<file path="src/rtl/mmio_controller_pkg.sv">
// -----------------------------------------------------------------------------
// mmio_controller_pkg
// Shared definitions for memory-mapped peripherals on the CPU data bus:
//   - I/O register addresses (HEX, LEDR, KEY, SW)
//   - debounce FSM state type
//   - seven-segment glyph table (hex digit -> active-low {g,f,e,d,c,b,a})
// -----------------------------------------------------------------------------
package mmio_controller_pkg;

  localparam logic [31:0] IO_ADDR_HEX  = 32'hF000_0000;
  localparam logic [31:0] IO_ADDR_LEDR = 32'hF000_0004;
  localparam logic [31:0] IO_ADDR_KEY  = 32'hF000_0010;
  localparam logic [31:0] IO_ADDR_SW   = 32'hF000_0014;

  // Seven-segment pattern shown after reset ("0").
  localparam logic [6:0] SEG_ZERO = 7'b100_0000;

  typedef enum logic {
    DEB_STABLE   = 1'b0,
    DEB_COUNTING = 1'b1
  } deb_state_e;

  // Hex digit to active-low segment pattern, order {g,f,e,d,c,b,a}.
  function automatic logic [6:0] seg7_decode(input logic [3:0] nib);
    logic [6:0] seg;
    case (nib)
      4'h0:    seg = 7'b100_0000;
      4'h1:    seg = 7'b111_1001;
      4'h2:    seg = 7'b010_0100;
      4'h3:    seg = 7'b011_0000;
      4'h4:    seg = 7'b001_1001;
      4'h5:    seg = 7'b001_0010;
      4'h6:    seg = 7'b000_0010;
      4'h7:    seg = 7'b111_1000;
      4'h8:    seg = 7'b000_0000;
      4'h9:    seg = 7'b001_0000;
      4'hA:    seg = 7'b000_1000;
      4'hB:    seg = 7'b000_0011;
      4'hC:    seg = 7'b100_0110;
      4'hD:    seg = 7'b010_0001;
      4'hE:    seg = 7'b000_0110;
      4'hF:    seg = 7'b000_1110;
      default: seg = 7'b111_1111;
    endcase
    return seg;
  endfunction

endpackage

</file>
<file path="src/rtl/mmio_controller_debouncer.sv">
// -----------------------------------------------------------------------------
// debouncer
// Two-flop synchronizer followed by a group-wide debounce FSM. The debounced
// vector only changes after the synchronized vector has differed from it for
// DEBOUNCE_CYCLES consecutive cycles; the whole vector is loaded at once.
// Ports:
//   clk, reset : clock, synchronous active-high reset
//   din        : raw asynchronous input vector (already active-high)
//   dout       : debounced vector (registered)
// -----------------------------------------------------------------------------
module debouncer
  import mmio_controller_pkg::*;
#(
  parameter int WIDTH           = 4,
  parameter int DEBOUNCE_CYCLES = 100000
) (
  input  logic             clk,
  input  logic             reset,
  input  logic [WIDTH-1:0] din,
  output logic [WIDTH-1:0] dout
);

  localparam int CW = $clog2(DEBOUNCE_CYCLES);
  localparam logic [CW-1:0] CNT_LAST = CW'(DEBOUNCE_CYCLES - 1);

  logic [WIDTH-1:0] sync1_q, sync2_q;
  logic [WIDTH-1:0] deb_q, deb_d;
  logic [CW-1:0]    cnt_q, cnt_d;
  logic [CW-1:0]    cnt_inc_s;
  deb_state_e       state_q, state_d;

  assign cnt_inc_s = cnt_q + CW'(1);

  // Next-state logic for the debounce FSM, counter and accepted value.
  // The STABLE->COUNTING transition is itself the first stable cycle, so
  // acceptance happens when the incremented count reaches CNT_LAST.
  always_comb begin
    state_d = state_q;
    cnt_d   = cnt_q;
    deb_d   = deb_q;
    case (state_q)
      DEB_STABLE: begin
        cnt_d = '0;
        if (sync2_q != deb_q) begin
          state_d = DEB_COUNTING;
        end else begin
          state_d = DEB_STABLE;
        end
      end
      DEB_COUNTING: begin
        if (sync2_q != deb_q) begin
          if (cnt_inc_s == CNT_LAST) begin
            deb_d   = sync2_q;
            cnt_d   = '0;
            state_d = DEB_STABLE;
          end else begin
            cnt_d = cnt_inc_s;
          end
        end else begin
          // Input returned to the accepted value: treat as a glitch.
          cnt_d   = '0;
          state_d = DEB_STABLE;
        end
      end
      default: begin
        cnt_d   = '0;
        state_d = DEB_STABLE;
      end
    endcase
  end

  // Synchronizer flops and FSM state registers.
  always_ff @(posedge clk) begin
    if (reset) begin
      sync1_q <= '0;
      sync2_q <= '0;
      deb_q   <= '0;
      cnt_q   <= '0;
      state_q <= DEB_STABLE;
    end else begin
      sync1_q <= din;
      sync2_q <= sync1_q;
      deb_q   <= deb_d;
      cnt_q   <= cnt_d;
      state_q <= state_d;
    end
  end

  assign dout = deb_q;

endmodule

</file>
<file path="src/rtl/mmio_controller.sv">
// -----------------------------------------------------------------------------
// mmio_controller
// Memory-mapped I/O block beside data memory on the single-cycle CPU's
// load/store path. Decodes exact addresses, holds HEX and LEDR registers and
// returns debounced KEY/SW values on loads.
// Ports:
//   clk, reset      : clock, synchronous active-high reset
//   addr/wrEn/wdata : CPU data bus (store when wrEn at rising edge)
//   rdata, hit      : combinational load data and address-match flag
//   KEY, SW         : raw asynchronous pushbuttons (active-low) / switches
//   LEDR, HEX0..3   : registered LED and seven-segment (active-low) drives
// -----------------------------------------------------------------------------
module mmio_controller
  import mmio_controller_pkg::*;
#(
  parameter int               DBITS           = 32,
  parameter logic [DBITS-1:0] ADDR_HEX        = IO_ADDR_HEX,
  parameter logic [DBITS-1:0] ADDR_LEDR       = IO_ADDR_LEDR,
  parameter logic [DBITS-1:0] ADDR_KEY        = IO_ADDR_KEY,
  parameter logic [DBITS-1:0] ADDR_SW         = IO_ADDR_SW,
  parameter int               DEBOUNCE_CYCLES = 100000
) (
  input  logic             clk,
  input  logic             reset,
  input  logic [DBITS-1:0] addr,
  input  logic             wrEn,
  input  logic [DBITS-1:0] wdata,
  output logic [DBITS-1:0] rdata,
  output logic             hit,
  input  logic [3:0]       KEY,
  input  logic [9:0]       SW,
  output logic [9:0]       LEDR,
  output logic [6:0]       HEX0,
  output logic [6:0]       HEX1,
  output logic [6:0]       HEX2,
  output logic [6:0]       HEX3
);

  logic [15:0] hex_q, hex_d;
  logic [9:0]  ledr_q, ledr_d;
  logic [6:0]  hex0_q, hex1_q, hex2_q, hex3_q;
  logic [3:0]  key_deb_s;
  logic [9:0]  sw_deb_s;
  logic        sel_hex_s, sel_ledr_s, sel_key_s, sel_sw_s;
  logic        unused_wdata_s;

  assign unused_wdata_s = ^wdata[DBITS-1:16];

  assign sel_hex_s  = (addr == ADDR_HEX);
  assign sel_ledr_s = (addr == ADDR_LEDR);
  assign sel_key_s  = (addr == ADDR_KEY);
  assign sel_sw_s   = (addr == ADDR_SW);

  debouncer #(
    .WIDTH          (4),
    .DEBOUNCE_CYCLES(DEBOUNCE_CYCLES)
  ) u_key_deb (
    .clk  (clk),
    .reset(reset),
    .din  (~KEY),
    .dout (key_deb_s)
  );

  debouncer #(
    .WIDTH          (10),
    .DEBOUNCE_CYCLES(DEBOUNCE_CYCLES)
  ) u_sw_deb (
    .clk  (clk),
    .reset(reset),
    .din  (SW),
    .dout (sw_deb_s)
  );

  // Store decode: only HEX and LEDR are writable; everything else is ignored.
  always_comb begin
    hex_d  = hex_q;
    ledr_d = ledr_q;
    if (wrEn && sel_hex_s) begin
      hex_d = wdata[15:0];
    end else if (wrEn && sel_ledr_s) begin
      ledr_d = wdata[9:0];
    end else begin
      hex_d  = hex_q;
      ledr_d = ledr_q;
    end
  end

  // Output registers. Segment drives are registered from hex_d so they
  // update on the same edge as hex_q.
  always_ff @(posedge clk) begin
    if (reset) begin
      hex_q  <= 16'h0000;
      ledr_q <= 10'h000;
      hex0_q <= SEG_ZERO;
      hex1_q <= SEG_ZERO;
      hex2_q <= SEG_ZERO;
      hex3_q <= SEG_ZERO;
    end else begin
      hex_q  <= hex_d;
      ledr_q <= ledr_d;
      hex0_q <= seg7_decode(hex_d[3:0]);
      hex1_q <= seg7_decode(hex_d[7:4]);
      hex2_q <= seg7_decode(hex_d[11:8]);
      hex3_q <= seg7_decode(hex_d[15:12]);
    end
  end

  // Zero-latency load mux; follows addr even while reset is asserted.
  always_comb begin
    rdata = '0;
    hit   = 1'b0;
    if (sel_hex_s) begin
      rdata = {{(DBITS-16){1'b0}}, hex_q};
      hit   = 1'b1;
    end else if (sel_ledr_s) begin
      rdata = {{(DBITS-10){1'b0}}, ledr_q};
      hit   = 1'b1;
    end else if (sel_key_s) begin
      rdata = {{(DBITS-4){1'b0}}, key_deb_s};
      hit   = 1'b1;
    end else if (sel_sw_s) begin
      rdata = {{(DBITS-10){1'b0}}, sw_deb_s};
      hit   = 1'b1;
    end else begin
      rdata = '0;
      hit   = 1'b0;
    end
  end

  assign LEDR = ledr_q;
  assign HEX0 = hex0_q;
  assign HEX1 = hex1_q;
  assign HEX2 = hex2_q;
  assign HEX3 = hex3_q;

endmodule

</file>
<file path="config.mk">
export PLATFORM = sky130hd
export DESIGN_NAME = mmio_controller
export DESIGN_NICKNAME = d
export VERILOG_FILES = /design/src/rtl/mmio_controller_pkg.sv /design/src/rtl/mmio_controller_debouncer.sv /design/src/rtl/mmio_controller.sv
export SDC_FILE = /design/constraint.sdc
export NUM_CORES = 1
export LEC_CHECK = 0
export ABC_AREA = 1
export CELL_PAD_IN_SITES_DETAIL_PLACEMENT = 0
export CELL_PAD_IN_SITES_GLOBAL_PLACEMENT = 2
export CORE_MARGIN = 1
export CORE_UTILIZATION = 25
export DETAILED_ROUTE_END_ITERATION = 12
export HOLD_SLACK_MARGIN = 0.08
export PLACE_DENSITY = 0.86
export SLEW_MARGIN = 20
export SYNTH_ARGS = -nofsm -noshare
export SYNTH_HDL_FRONTEND = slang
export SYNTH_SLANG_ARGS = --single-unit
export TNS_END_PERCENT = 30
</file>
<file path="constraint.sdc">
create_clock -name clk -period 2.1 [get_ports clk]
set_input_delay 0.21 -clock clk [delete_from_list [all_inputs] [get_ports clk]]
set_output_delay 0.21 -clock clk [all_outputs]
set_load 0.01 [all_outputs]
</file>
* After elaboration in Yosys (flattened, before gate mapping) *
Memories as Yosys holds them, arrays and structs flattened. A register that Yosys moved wholly into a read port is not among the register bits.
Cells that the tools add are included.

operators by class
  add/subtract/negate cells = 2
  equal/unequal tests = 8
  muxes and demuxes = 23
  bitwise operators = 4
  reduce and logical (&&, ||, !) cells = 5

operators with widths
  kind                                            count
  == test 32 bit (second input constant)          4
  two-way mux 17 bit                              4
  one-hot mux 17 bit (2 select lines)             2
  adder 17 x 1 -> 17 bit (second input constant)  2
  == test 17 bit (second input constant)          2
  two-way mux 16 bit                              2
  two-way mux 10 bit                              3
  two-way mux 1 bit                               10
  != test 10 bit                                  1
  AND reduction 3 bit                             2
  != test 4 bit                                   1
  NOT 4 bit                                       1
  one-hot mux 1 bit (2 select lines)              2
  NOT 1 bit                                       3
  logical AND 1 bit                               2
  AND reduction 2 bit                             1

storage, ports and cells
  register bits = 104
  memory bits (read-only) = 448
  output and inout bits = 71
  logic and storage cells = 58
  memories kept = 4

memory list
  memory            depth  width  rd ports  clocked after Yosys merged registers in  write ports  line                       RTL
  (name not given)  16     7      1         1                                        0            mmio_controller_pkg.sv:26  case (nib)
  (name not given)  16     7      1         1                                        0            mmio_controller_pkg.sv:26
  (name not given)  16     7      1         1                                        0            mmio_controller_pkg.sv:26
  (name not given)  16     7      1         1                                        0            mmio_controller_pkg.sv:26

* Depth between registers and ports, before layout *
Gate-level depths: netlist of the first run.

  depth in word-level cells = 5
  depth in mapped cells = 17
  depth with buffers taken out = 16

* Modules after synthesis *
A second synthesis of the first run with hierarchy kept.

second synthesis, totals
  cells, all modules = 1,069
  area, all modules = 7,181.9 um2

modules (own cells, without submodules)
  module                 times used  cells each  area an instance (um2)
  mmio_controller        1           545         3,577.2
  debouncer (u_sw_deb)   1           310         2,130.8
  debouncer (u_key_deb)  1           214         1,473.9

* Worst setup path before layout of the first run *
OpenSTA, ideal clock, no wires.

  kind = input to register
  start = in addr[3]
  end = reg hex0_q[0] (netlist: HEX0[0])
  library setup time = 0.132 ns
  arrival time = 1.943 ns
  path slack = 0.024 ns
  stages = 13
  path through = or2_1 > nor2_2 > nand2_2 > nor2_4 > nand3_4 > buf_6 > o21ai_2 > inv_2 > ha_1 > inv_1 > nand3_1 > nand3_1 > a21oi_1

on the way
  word-level cells in the longest chain between the ends = 3

ends and longest elaborated chain
  item                line                   RTL
  start, declared     mmio_controller.sv:25  input logic [DBITS-1:0] addr,
  == test 32 bit      mmio_controller.sv:49  assign sel_hex_s = (addr == ADDR_HEX);
  logical AND 1 bit   mmio_controller.sv:78  if (wrEn && sel_hex_s) begin
  two-way mux 16 bit  mmio_controller.sv:78
  net hex_d[0]        mmio_controller.sv:39  logic [15:0] hex_q, hex_d;
  end, declared       mmio_controller.sv:41  logic [6:0] hex0_q, hex1_q, hex2_q, hex3_q;

The timed path passes the listed nets, and every way through them passes these cells.
A chain may end at the register's enable or synchronous reset.

* Worst setup path after layout of the first run *
  start = in addr[5]
  end = out rdata[3]

on the way
  word-level cells in the longest chain between the ends = 5
  elaborated cells between the ends (all ways) = 8

ends and longest elaborated chain
  item                    line                    RTL
  == test 32 bit          mmio_controller.sv:52   assign sel_sw_s = (addr == ADDR_SW);
  two-way mux 10 bit      mmio_controller.sv:121  end else if (sel_sw_s) begin
  two-way mux 10 bit      mmio_controller.sv:118  end else if (sel_key_s) begin
  two-way mux 10 bit      mmio_controller.sv:115  end else if (sel_ledr_s) begin
  two-way mux 16 bit (*)  mmio_controller.sv:112  if (sel_hex_s) begin
  end, declared           mmio_controller.sv:28   output logic [DBITS-1:0] rdata,

Mark *: on every way between the ends. The rest lies on a longest branch, timed or not.

==> impl_metrics.csv, run 1 <==
group,metric,value,unit
placement,port_buffers,119,
route,vias_per_cell,4.15,
placement,gp_congestion,0.827,
floorplan,dieArea,0.0298,mm2
worst_setup_path,regToRegSetupSlack,0.13,ns
worst_setup_path,r2r-start,"u_sw_deb.cnt_q[0]",
route,num_vias,7120,
sta,fin_crit,2.06,ns
cts,cts_made_buffers,17,
cts,htree_levels,4,
floorplan,dieHeight,173,um
placement,placed_cells,1666,
cts,worstSkewPairLatency,0.42,ns
sta,max_clock_freq,0.485,GHz
synthesis,synthArstFlopShare,0,
power,switchingPower,0.00146,W
global_route,grt_pass1_wl,34100,um
hold_path,min_path_type,"in -> reg",
worst_setup_path,cp_top_family,"buffers and inverters",
power,p_clk_frac,0.516,
route,routed_wl,21800,um
layout,drive_gt1_frac,0.214,
power,p_leak,4.80,nW
synthesis,synth_cells,1090,
floorplan,io_pins,152,
floorplan,row_count,62,
hold_path,holdPathStages,3,
power,ir_worst_vdd,0.000479,V
worst_setup_path,max_stage_delay,0.41,ns
floorplan,core_area,0.0287,mm2
floorplan,start_util,0.254,
synthesis,synth_ff_type,"dfxtp_1",
power,p_int,0.00451,W
layout,nets,1431,
global_route,grt_pass1_vias,6864,
worst_setup_path,worstPathMaxFanout,7,
synthesis,synth_edf_count,0,
sta,tightest_slew,0.546,ns
sta,setup_viol,0,
worst_setup_path,cp_slowest_cell,"clkdlybuf4s50_1",
cts,numClockSinks,132,
placement,dp_hpwl,16200,um
worst_setup_path,endpoint_kind,"output port",
route,firstDrtPassIters,5,
sta,fin_crit_sh,0.981,
synthesis,synth_warnings,0,
worst_setup_path,cp.arrival,1.85,ns
layout,diodes,0,
power,p_seq_frac,0.427,
sta,slew_headroom,0.636,
worst_setup_path,rr_worst_depth,13,
power,swShare,0.245,
sta,whs,0.266,ns
sta,clock_skew,0.00805,ns
route,wl_per_cell,12.7,um
layout,fin_cells,1715,
worst_setup_path,crit_buf_inv,5,
synthesis,synthesis.area,0.00729,mm2
global_route,grt_max_degree,41,
worst_setup_path,crit_type,"in -> out",
route,antenna_left,0,
sta,hold_viol_final,0,
global_route,antenna_found_initial,0,
worst_setup_path,start_kind,"input port",
run,maxCapViolCount,0,
global_route,overflow,0,
layout,syn2layout_area_growth,46.4,%
cts,cts_tree,"yes",
run_status,status,"finished, final reports clean",
synthesis,synth_area_per_cell,6.69,um2
worst_setup_path,crit_chain,"clkdlybuf4s50_1 -> inv_2 -> nand2_4 -> nor2_8 -> buf_4 -> buf_4 -> nand3_2 -> a41oi_4 -> buf_2",
floorplan,chipWidth,173,um
route,drc,0,
layout,fillers,3083,
hold_path,hp-start,"reset",
sta,slew_viol_final,0,
worst_setup_path,required,1.89,ns
power,cellPowerDensity,560,mW/mm2
route,first_iter_violations,287,
global_route,grt.total_usage,0.144,
cts,clkTransAtPathRegs,0.07,ns
power,combPwrFrac,0.058,
cts,ctsLongestPathBuffers,2,
synthesis,synth_seq_cells,132,
cts,cts-root-buf,"clkbuf_16",
synthesis,synthDistinctLibCells,42,
synthesis,ys_seq_area_frac,0.363,
sta,rsz0062_at_grt,"true",
worst_setup_path,cp_num_cells,9,
cts,cts_hold_buffers,0,
worst_setup_path,reg2reg_to,"u_sw_deb.dout[2]",
worst_setup_path,crit_top_cell,"buf_4",
hold_path,min_to,"HEX1[6]",
==> worst min-delay path: stages <==
cell      delay (ns)
buf_2           0.11
clkinv_1        0.20
nand3_1         0.11
==> synthesized netlist by cell type (5+ instances only) <==
cell type  count  area [um2]
nor2_2         9        56.3
nand2_1      273        1020
buf_4         22         165
nand4_1       28         175
o21ai_0       30         150
nand3_1       82         410
ha_1          32         400
nand2_2       10        62.6
nand3_4        5        87.6
inv_1        176         661
o21ai_1        5        25.0
o211ai_1       6        45.0
dfxtp_1      132        2640
a21oi_1       33         165
xnor2_1        5        43.8
nor2_4         8        90.1
nor2_1       179         672
xor2_1         7        61.3
clkbuf_1       8        30.0
==> placed cells by master, fill, tap and decap left out, types with 4 or more instances in the layout <==
cell and count:
nand2_1 255, inv_1 172, nor2_1 156, dfxtp_1 123, buf_4 94, nand3_1 74
clkdlybuf4s50_1 70, a21oi_1 32, nand4_1 28, ha_1 26, nor2_4 24, o21ai_0 23
nand2_2 22, buf_2 18, clkbuf_16 17, dlygate4sd2_1 17, nor2_2 16, conb_1 16
nand3_4 11, buf_6 11, clkdlybuf4s15_1 10, o21ai_1 9, nand2_4 8, nand3_2 7
xor2_1 7, o211ai_1 6, inv_6 6, dfxtp_2 6, inv_2 5, xnor2_1 5
dlymetal6s2s_1 5, o21ai_4 4, o21ai_2 4, ha_2 4, buf_12 4
==> layout make-up <==
class | instances | area (um2) | area share
inverter | 178 | 668 | 0.0626
sequential | 132 | 2660 | 0.250
tap | 384 | 480 | 0.0450
timing repair buffer | 230 | 2030 | 0.190
multi-input combinational | 759 | 4230 | 0.396
clock inverter | 14 | 165 | 0.0155
clock buffer | 18 | 439 | 0.0412
==> per-layer routing <==
layer	global-route usage	vias up	routed length, um
li1	-	3805	-
met1	0.174	3199	9730
met2	0.254	100	11000
met3	0.0308	16	794
met4	0.0413	0	229
met5	0	-	0
==> sequential cells by signal, summed over array words and instances (netlist names), 10 cells and up <==
| register | count |
|---|---|
| u_sw_deb.sync2_q | 10 |
| u_sw_deb.cnt_q | 17 |
| u_sw_deb.dout | 10 |
| LEDR | 10 |
| hex_q | 16 |
| u_sw_deb.sync1_q | 10 |
| u_key_deb.cnt_q | 17 |
==> worst max-delay path by stage <==
stage | endpoint | slack (ns) | startpoint
after global routing | HEX3[0] | -0.02 | addr[5]
after detailed placement | rdata[3] | -0.69 | addr[21]
final | rdata[3] | 0.04 | addr[5]
after CTS | u_sw_deb.cnt_q[16] | 0.004 | u_sw_deb.cnt_q[0]
after floorplan | HEX0[0] | 0.02 | addr[3]
after global placement | rdata[5] | -0.65 | addr[23]
==> metrics by stage <==
| stage | TNS, ns | area, um2 | util | power (W) | worst slack [ns] |
|---|---|---|---|---|---|
| 2_1_floorplan | 0 | 7340 | - | 0.00277 | 0.0245 |
| 3_3_place_gp | -26.87 | 9510 | 0.331 | 0.00295 | -0.654 |
| 3_5_place_dp | -27.65 | 9510 | 0.331 | 0.00295 | -0.685 |
| 4_1_cts | 0 | 10200 | 0.355 | 0.00604 | 0.00434 |
| 5_1_grt | -0.138 | 10700 | 0.372 | 0.00622 | -0.0247 |
| 6_report | 0 | 10700 | 0.372 | 0.00598 | 0.0398 |
==> timing repair <==
item	CTS	global route
pin swaps	31	43
setup endpoints to repair	42	88
endpoints found under the hold margin	0	0
setup buffers	4	9
gates cloned	1	4
gates resized for setup	136	103
==> cell families after synthesis <==
kind of cell,synth area share
DFF,0.363
buffers and inverters,0.128
xor gates and xnor gates,0.0144
AOI/OAI and AO/OA,0.0685
other,0.000515
and+or+nand+nor,0.371
adders and majority gates,0.0549
==> power groups by stage <==
stage | logic (W) | clock network, W | registers, W
floorplan | 0.000171 | 0 | 0.00260
detailed placement | 0.000340 | 0 | 0.00261
global placement | 0.000340 | 0 | 0.00261
global route | 0.000382 | 0.00329 | 0.00255
finish | 0.000345 | 0.00308 | 0.00255
CTS | 0.000326 | 0.00317 | 0.00255
(Power assumes the default switching activity.)
==> inputs of run 2 (changes only) <==
--- a/config.mk
+++ b/config.mk
@@ -13,6 +13,7 @@
 export DETAILED_ROUTE_END_ITERATION = 12
 export HOLD_SLACK_MARGIN = 0.08
 export PLACE_DENSITY = 0.86
+export RECOVER_POWER = 50
 export SLEW_MARGIN = 20
 export SYNTH_ARGS = -nofsm -noshare
 export SYNTH_HDL_FRONTEND = slang
==> constraint.sdc (replaced) <==
create_clock -name clk -period 1.8 [get_ports clk]
set_input_delay 0.18 -clock clk [delete_from_list [all_inputs] [get_ports clk]]
set_output_delay 0.18 -clock clk [all_outputs]
set_load 0.01 [all_outputs]
==> run 2 against run 1 <==
  * The flow now finishes with violations (setup timing)
  * Worst hold slack got worse by 0.0024 ns
  * Die area did not move
  * Power rose by 17%
  * Count of clock-buffer cells in the layout fell by 1
  * Combinational power rose by 28%
  * Non-clock buffer count rose by 54
  * Sequential share of layout area fell by 1.7 points
  * Flip-flop and latch count did not move
  * Wire length rose by 4.6%
  * Critical path depth rose by 5
  * Utilization rose by 2.8 points
  * Global-route usage rose by 1.1 points
==> impl_metrics.csv, run 2 (synthesis results as in run 1) <==
group,metric,value,unit
run_status,status,"finished with violations",
run_status,violations,"setup timing",
worst_setup_path,endpoint_kind,"flop",
sta,fin_ws,-0.141,ns
global_route,grt.total_usage,0.154,
layout,diodes,0,
layout,final_cell_mix,"243 x nand2_1, 163 x inv_1, 136 x nor2_1",
cts,cts_tree,"yes",
global_route,overflow,0,
sta,setup_viol,38,
worst_setup_path,start_kind,"flop",
layout,syn2layout_area_growth,57.3,%
worst_setup_path,required,2.15,ns
cts,htree_levels,4,
hold_path,min_path_type,"in -> reg",
layout,layout_commonest_cell,"nand2_1",
route,antenna_left,0,
cts,numClockSinks,132,
layout,nets,1485,
cts,worstSkewPairLatency,0.42,ns
route,routed_wl,22800,um
floorplan,core_area,0.0287,mm2
floorplan,io_pins,152,
power,p_leak,5.12,nW
global_route,grt_pass1_vias,7375,
layout,multi_input_area,0.00452,mm2
layout,reg_top3,"u_key_deb.cnt_q: 17 flops, u_sw_deb.cnt_q: 17 flops, hex_q: 16 flops",
power,p_seq_frac,0.424,
run,maxCapViolCount,0,
global_route,top_usage_layer,"met2",
global_route,met1_usage,0.185,
sta,fin_crit,1.94,ns
power,p_int,0.00515,W
worst_setup_path,cp.arrival,2.30,ns
route,drc,0,
power,cellPowerDensity,611,mW/mm2
worst_setup_path,crit_chain,"ha_4 -> nand2_4 -> nor2_4 -> nand2_4 -> nand2_1 -> nand2_2 -> nand2_2 -> nor2_4 -> nand2_2 -> nor2_4 -> buf_12 -> nand2_4 -> nand3_4 -> a21oi_2",
power,p_clk_frac,0.513,
power,swShare,0.264,
sta,slew_viol_final,0,
floorplan,chipWidth,173,um
floorplan,row_count,62,
layout,seqCellArea,0.00267,mm2
worst_setup_path,worstPathMaxFanout,5,
worst_setup_path,crit_start,"u_sw_deb.cnt_q[0]",
worst_setup_path,max_stage_delay,0.36,ns
power,ir_worst_vdd,0.000503,V
route,wl_per_cell,12.9,um
global_route,grt_pass1_wl,36600,um
sta,max_clock_freq,0.515,GHz
sta,hold_viol_final,0,
sta,whs,0.264,ns
cts,ctsLongestPathBuffers,2,
floorplan,dieHeight,173,um
cts,cts_made_buffers,17,
placement,gp_congestion,0.804,
placement,place_ws,-0.927,ns
global_route,grt_max_degree,40,
sta,slew_headroom,0.569,
route,first_iter_violations,307,
global_route,antenna_found_initial,0,
global_route,use_met2,0.276,
hold_path,hp-start,"SW[9]",
sta,rsz0062_at_grt,"true",
sta,tightest_slew,0.647,ns
power,combPwrFrac,0.063,
cts,clkTransAtPathRegs,0.07,ns
worst_setup_path,crit_type,"reg -> reg",
worst_setup_path,cp_slowest_cell,"dfxtp_4",
cts,cts-root-buf,"clkbuf_16",
floorplan,start_util,0.254,
sta,fin_crit_sh,1.08,
sta,clock_skew,0.0107,ns
route,num_vias,7457,
worst_setup_path,r2r-start,"u_sw_deb.cnt_q[0]",
placement,dp_hpwl,16700,um
global_route,grt.met3_usage,0.0308,
route,vias_per_cell,4.22,
layout,fillers,3021,
route,firstDrtPassIters,5,
layout,drive_gt1_frac,0.312,
power,switchingPower,0.00185,W
placement,port_buffers,119,
floorplan,dieArea,0.0298,mm2
## run 2: changes by cell type in the layout (fill, tap and decap cells not counted), moves of 11 or more
cell,previous run,this run
buf_2,18,30
buf_4,94,130
buf_6,11,25
clkdlybuf4s50_1,70,53
dlygate4sd2_1,17,4
dlygate4sd3_1,0,17
nand2_1,255,243
nand3_1,74,63
nor2_1,156,136
nor2_2,16,30
## run 2: routing by layer
metal | wire length [um] | vias up
met1 | 10200 | 3397
li1 | - | 3911
met5 | 0 | -
met4 | 443 | 0
met2 | 11400 | 125
met3 | 705 | 24
## run 2: worst max-delay path: cells and delay by family, from the launching register on
kind	cells	cell delay [ns]
DFF	1	0.36
AOI/OAI and AO/OA	1	0.17
and+or+nand+nor	11	1.03
adders and majority gates	1	0.17
buffers and inverters	1	0.13
## run 2: power groups by stage
stage	registers (W)	clock network [W]	logic (W)
6_report	0.00297	0.00360	0.000442
5_1_grt	0.00297	0.00383	0.000485
4_1_cts	0.00297	0.00368	0.000433
3_5_place_dp	0.00304	0	0.000411
3_3_place_gp	0.00304	0	0.000410
2_1_floorplan	0.00304	0	0.000200
## run 2: final timing paths
| check | end | slack [ns] | depth (start not counted) |
|---|---|---|---|
| worst min-delay path | u_sw_deb.sync1_q[9] | 0.26 | 3 |
| worst min register to register | u_sw_deb.sync2_q[9] | 0.40 | 2 |
| worst max-delay path | u_sw_deb.cnt_q[11] | -0.14 | 14 |
| worst max register to register | u_sw_deb.cnt_q[11] | -0.14 | 14 |
## run 2: per-stage QoR
step                power [W]  instance area, um2  setup TNS [ns]  utilization  cells
floorplan             0.00324                7420           -2.10            -   1105
global placement      0.00345                9990          -56.00        0.348   1709
detailed placement    0.00345                9990          -55.44        0.348   1709
CTS                   0.00709               11200           -4.09        0.389   1764
global route          0.00728               11500          -11.48        0.399   1769
finish                0.00701               11500           -2.76        0.399   1769
## run 2: cell type report
| cell class | instances | share of cell area |
|---|---|---|
| Timing Repair Buffer | 284 | 0.219 |
| Clock inverter | 15 | 0.0159 |
| Clock buffer | 17 | 0.0371 |
| Multi-Input combinational cell | 759 | 0.395 |
| Inverter | 178 | 0.0587 |
| Sequential cell | 132 | 0.233 |
| Tap cell | 384 | 0.0419 |
## run 2: repair_timing
item | 4_1_cts | 5_1_grt
resized for setup | 293 | 106
hold endpoints to repair | 1 | 0
pin swaps | 62 | 46
hold buffers | 1 | 0
endpoints found under the setup margin | 100 | 96
gates cloned | 6 | 0
setup buffers | 17 | 5
==> inputs of run 3 (changes only) <==
--- a/config.mk
+++ b/config.mk
@@ -8,7 +8,6 @@
 export ABC_AREA = 1
 export CELL_PAD_IN_SITES_DETAIL_PLACEMENT = 0
 export CELL_PAD_IN_SITES_GLOBAL_PLACEMENT = 2
-export CORE_MARGIN = 1
 export CORE_UTILIZATION = 25
 export DETAILED_ROUTE_END_ITERATION = 12
 export HOLD_SLACK_MARGIN = 0.08
==> results of run 3 <==
No change in the layout: final DEF, timing and power equal those of run 2.
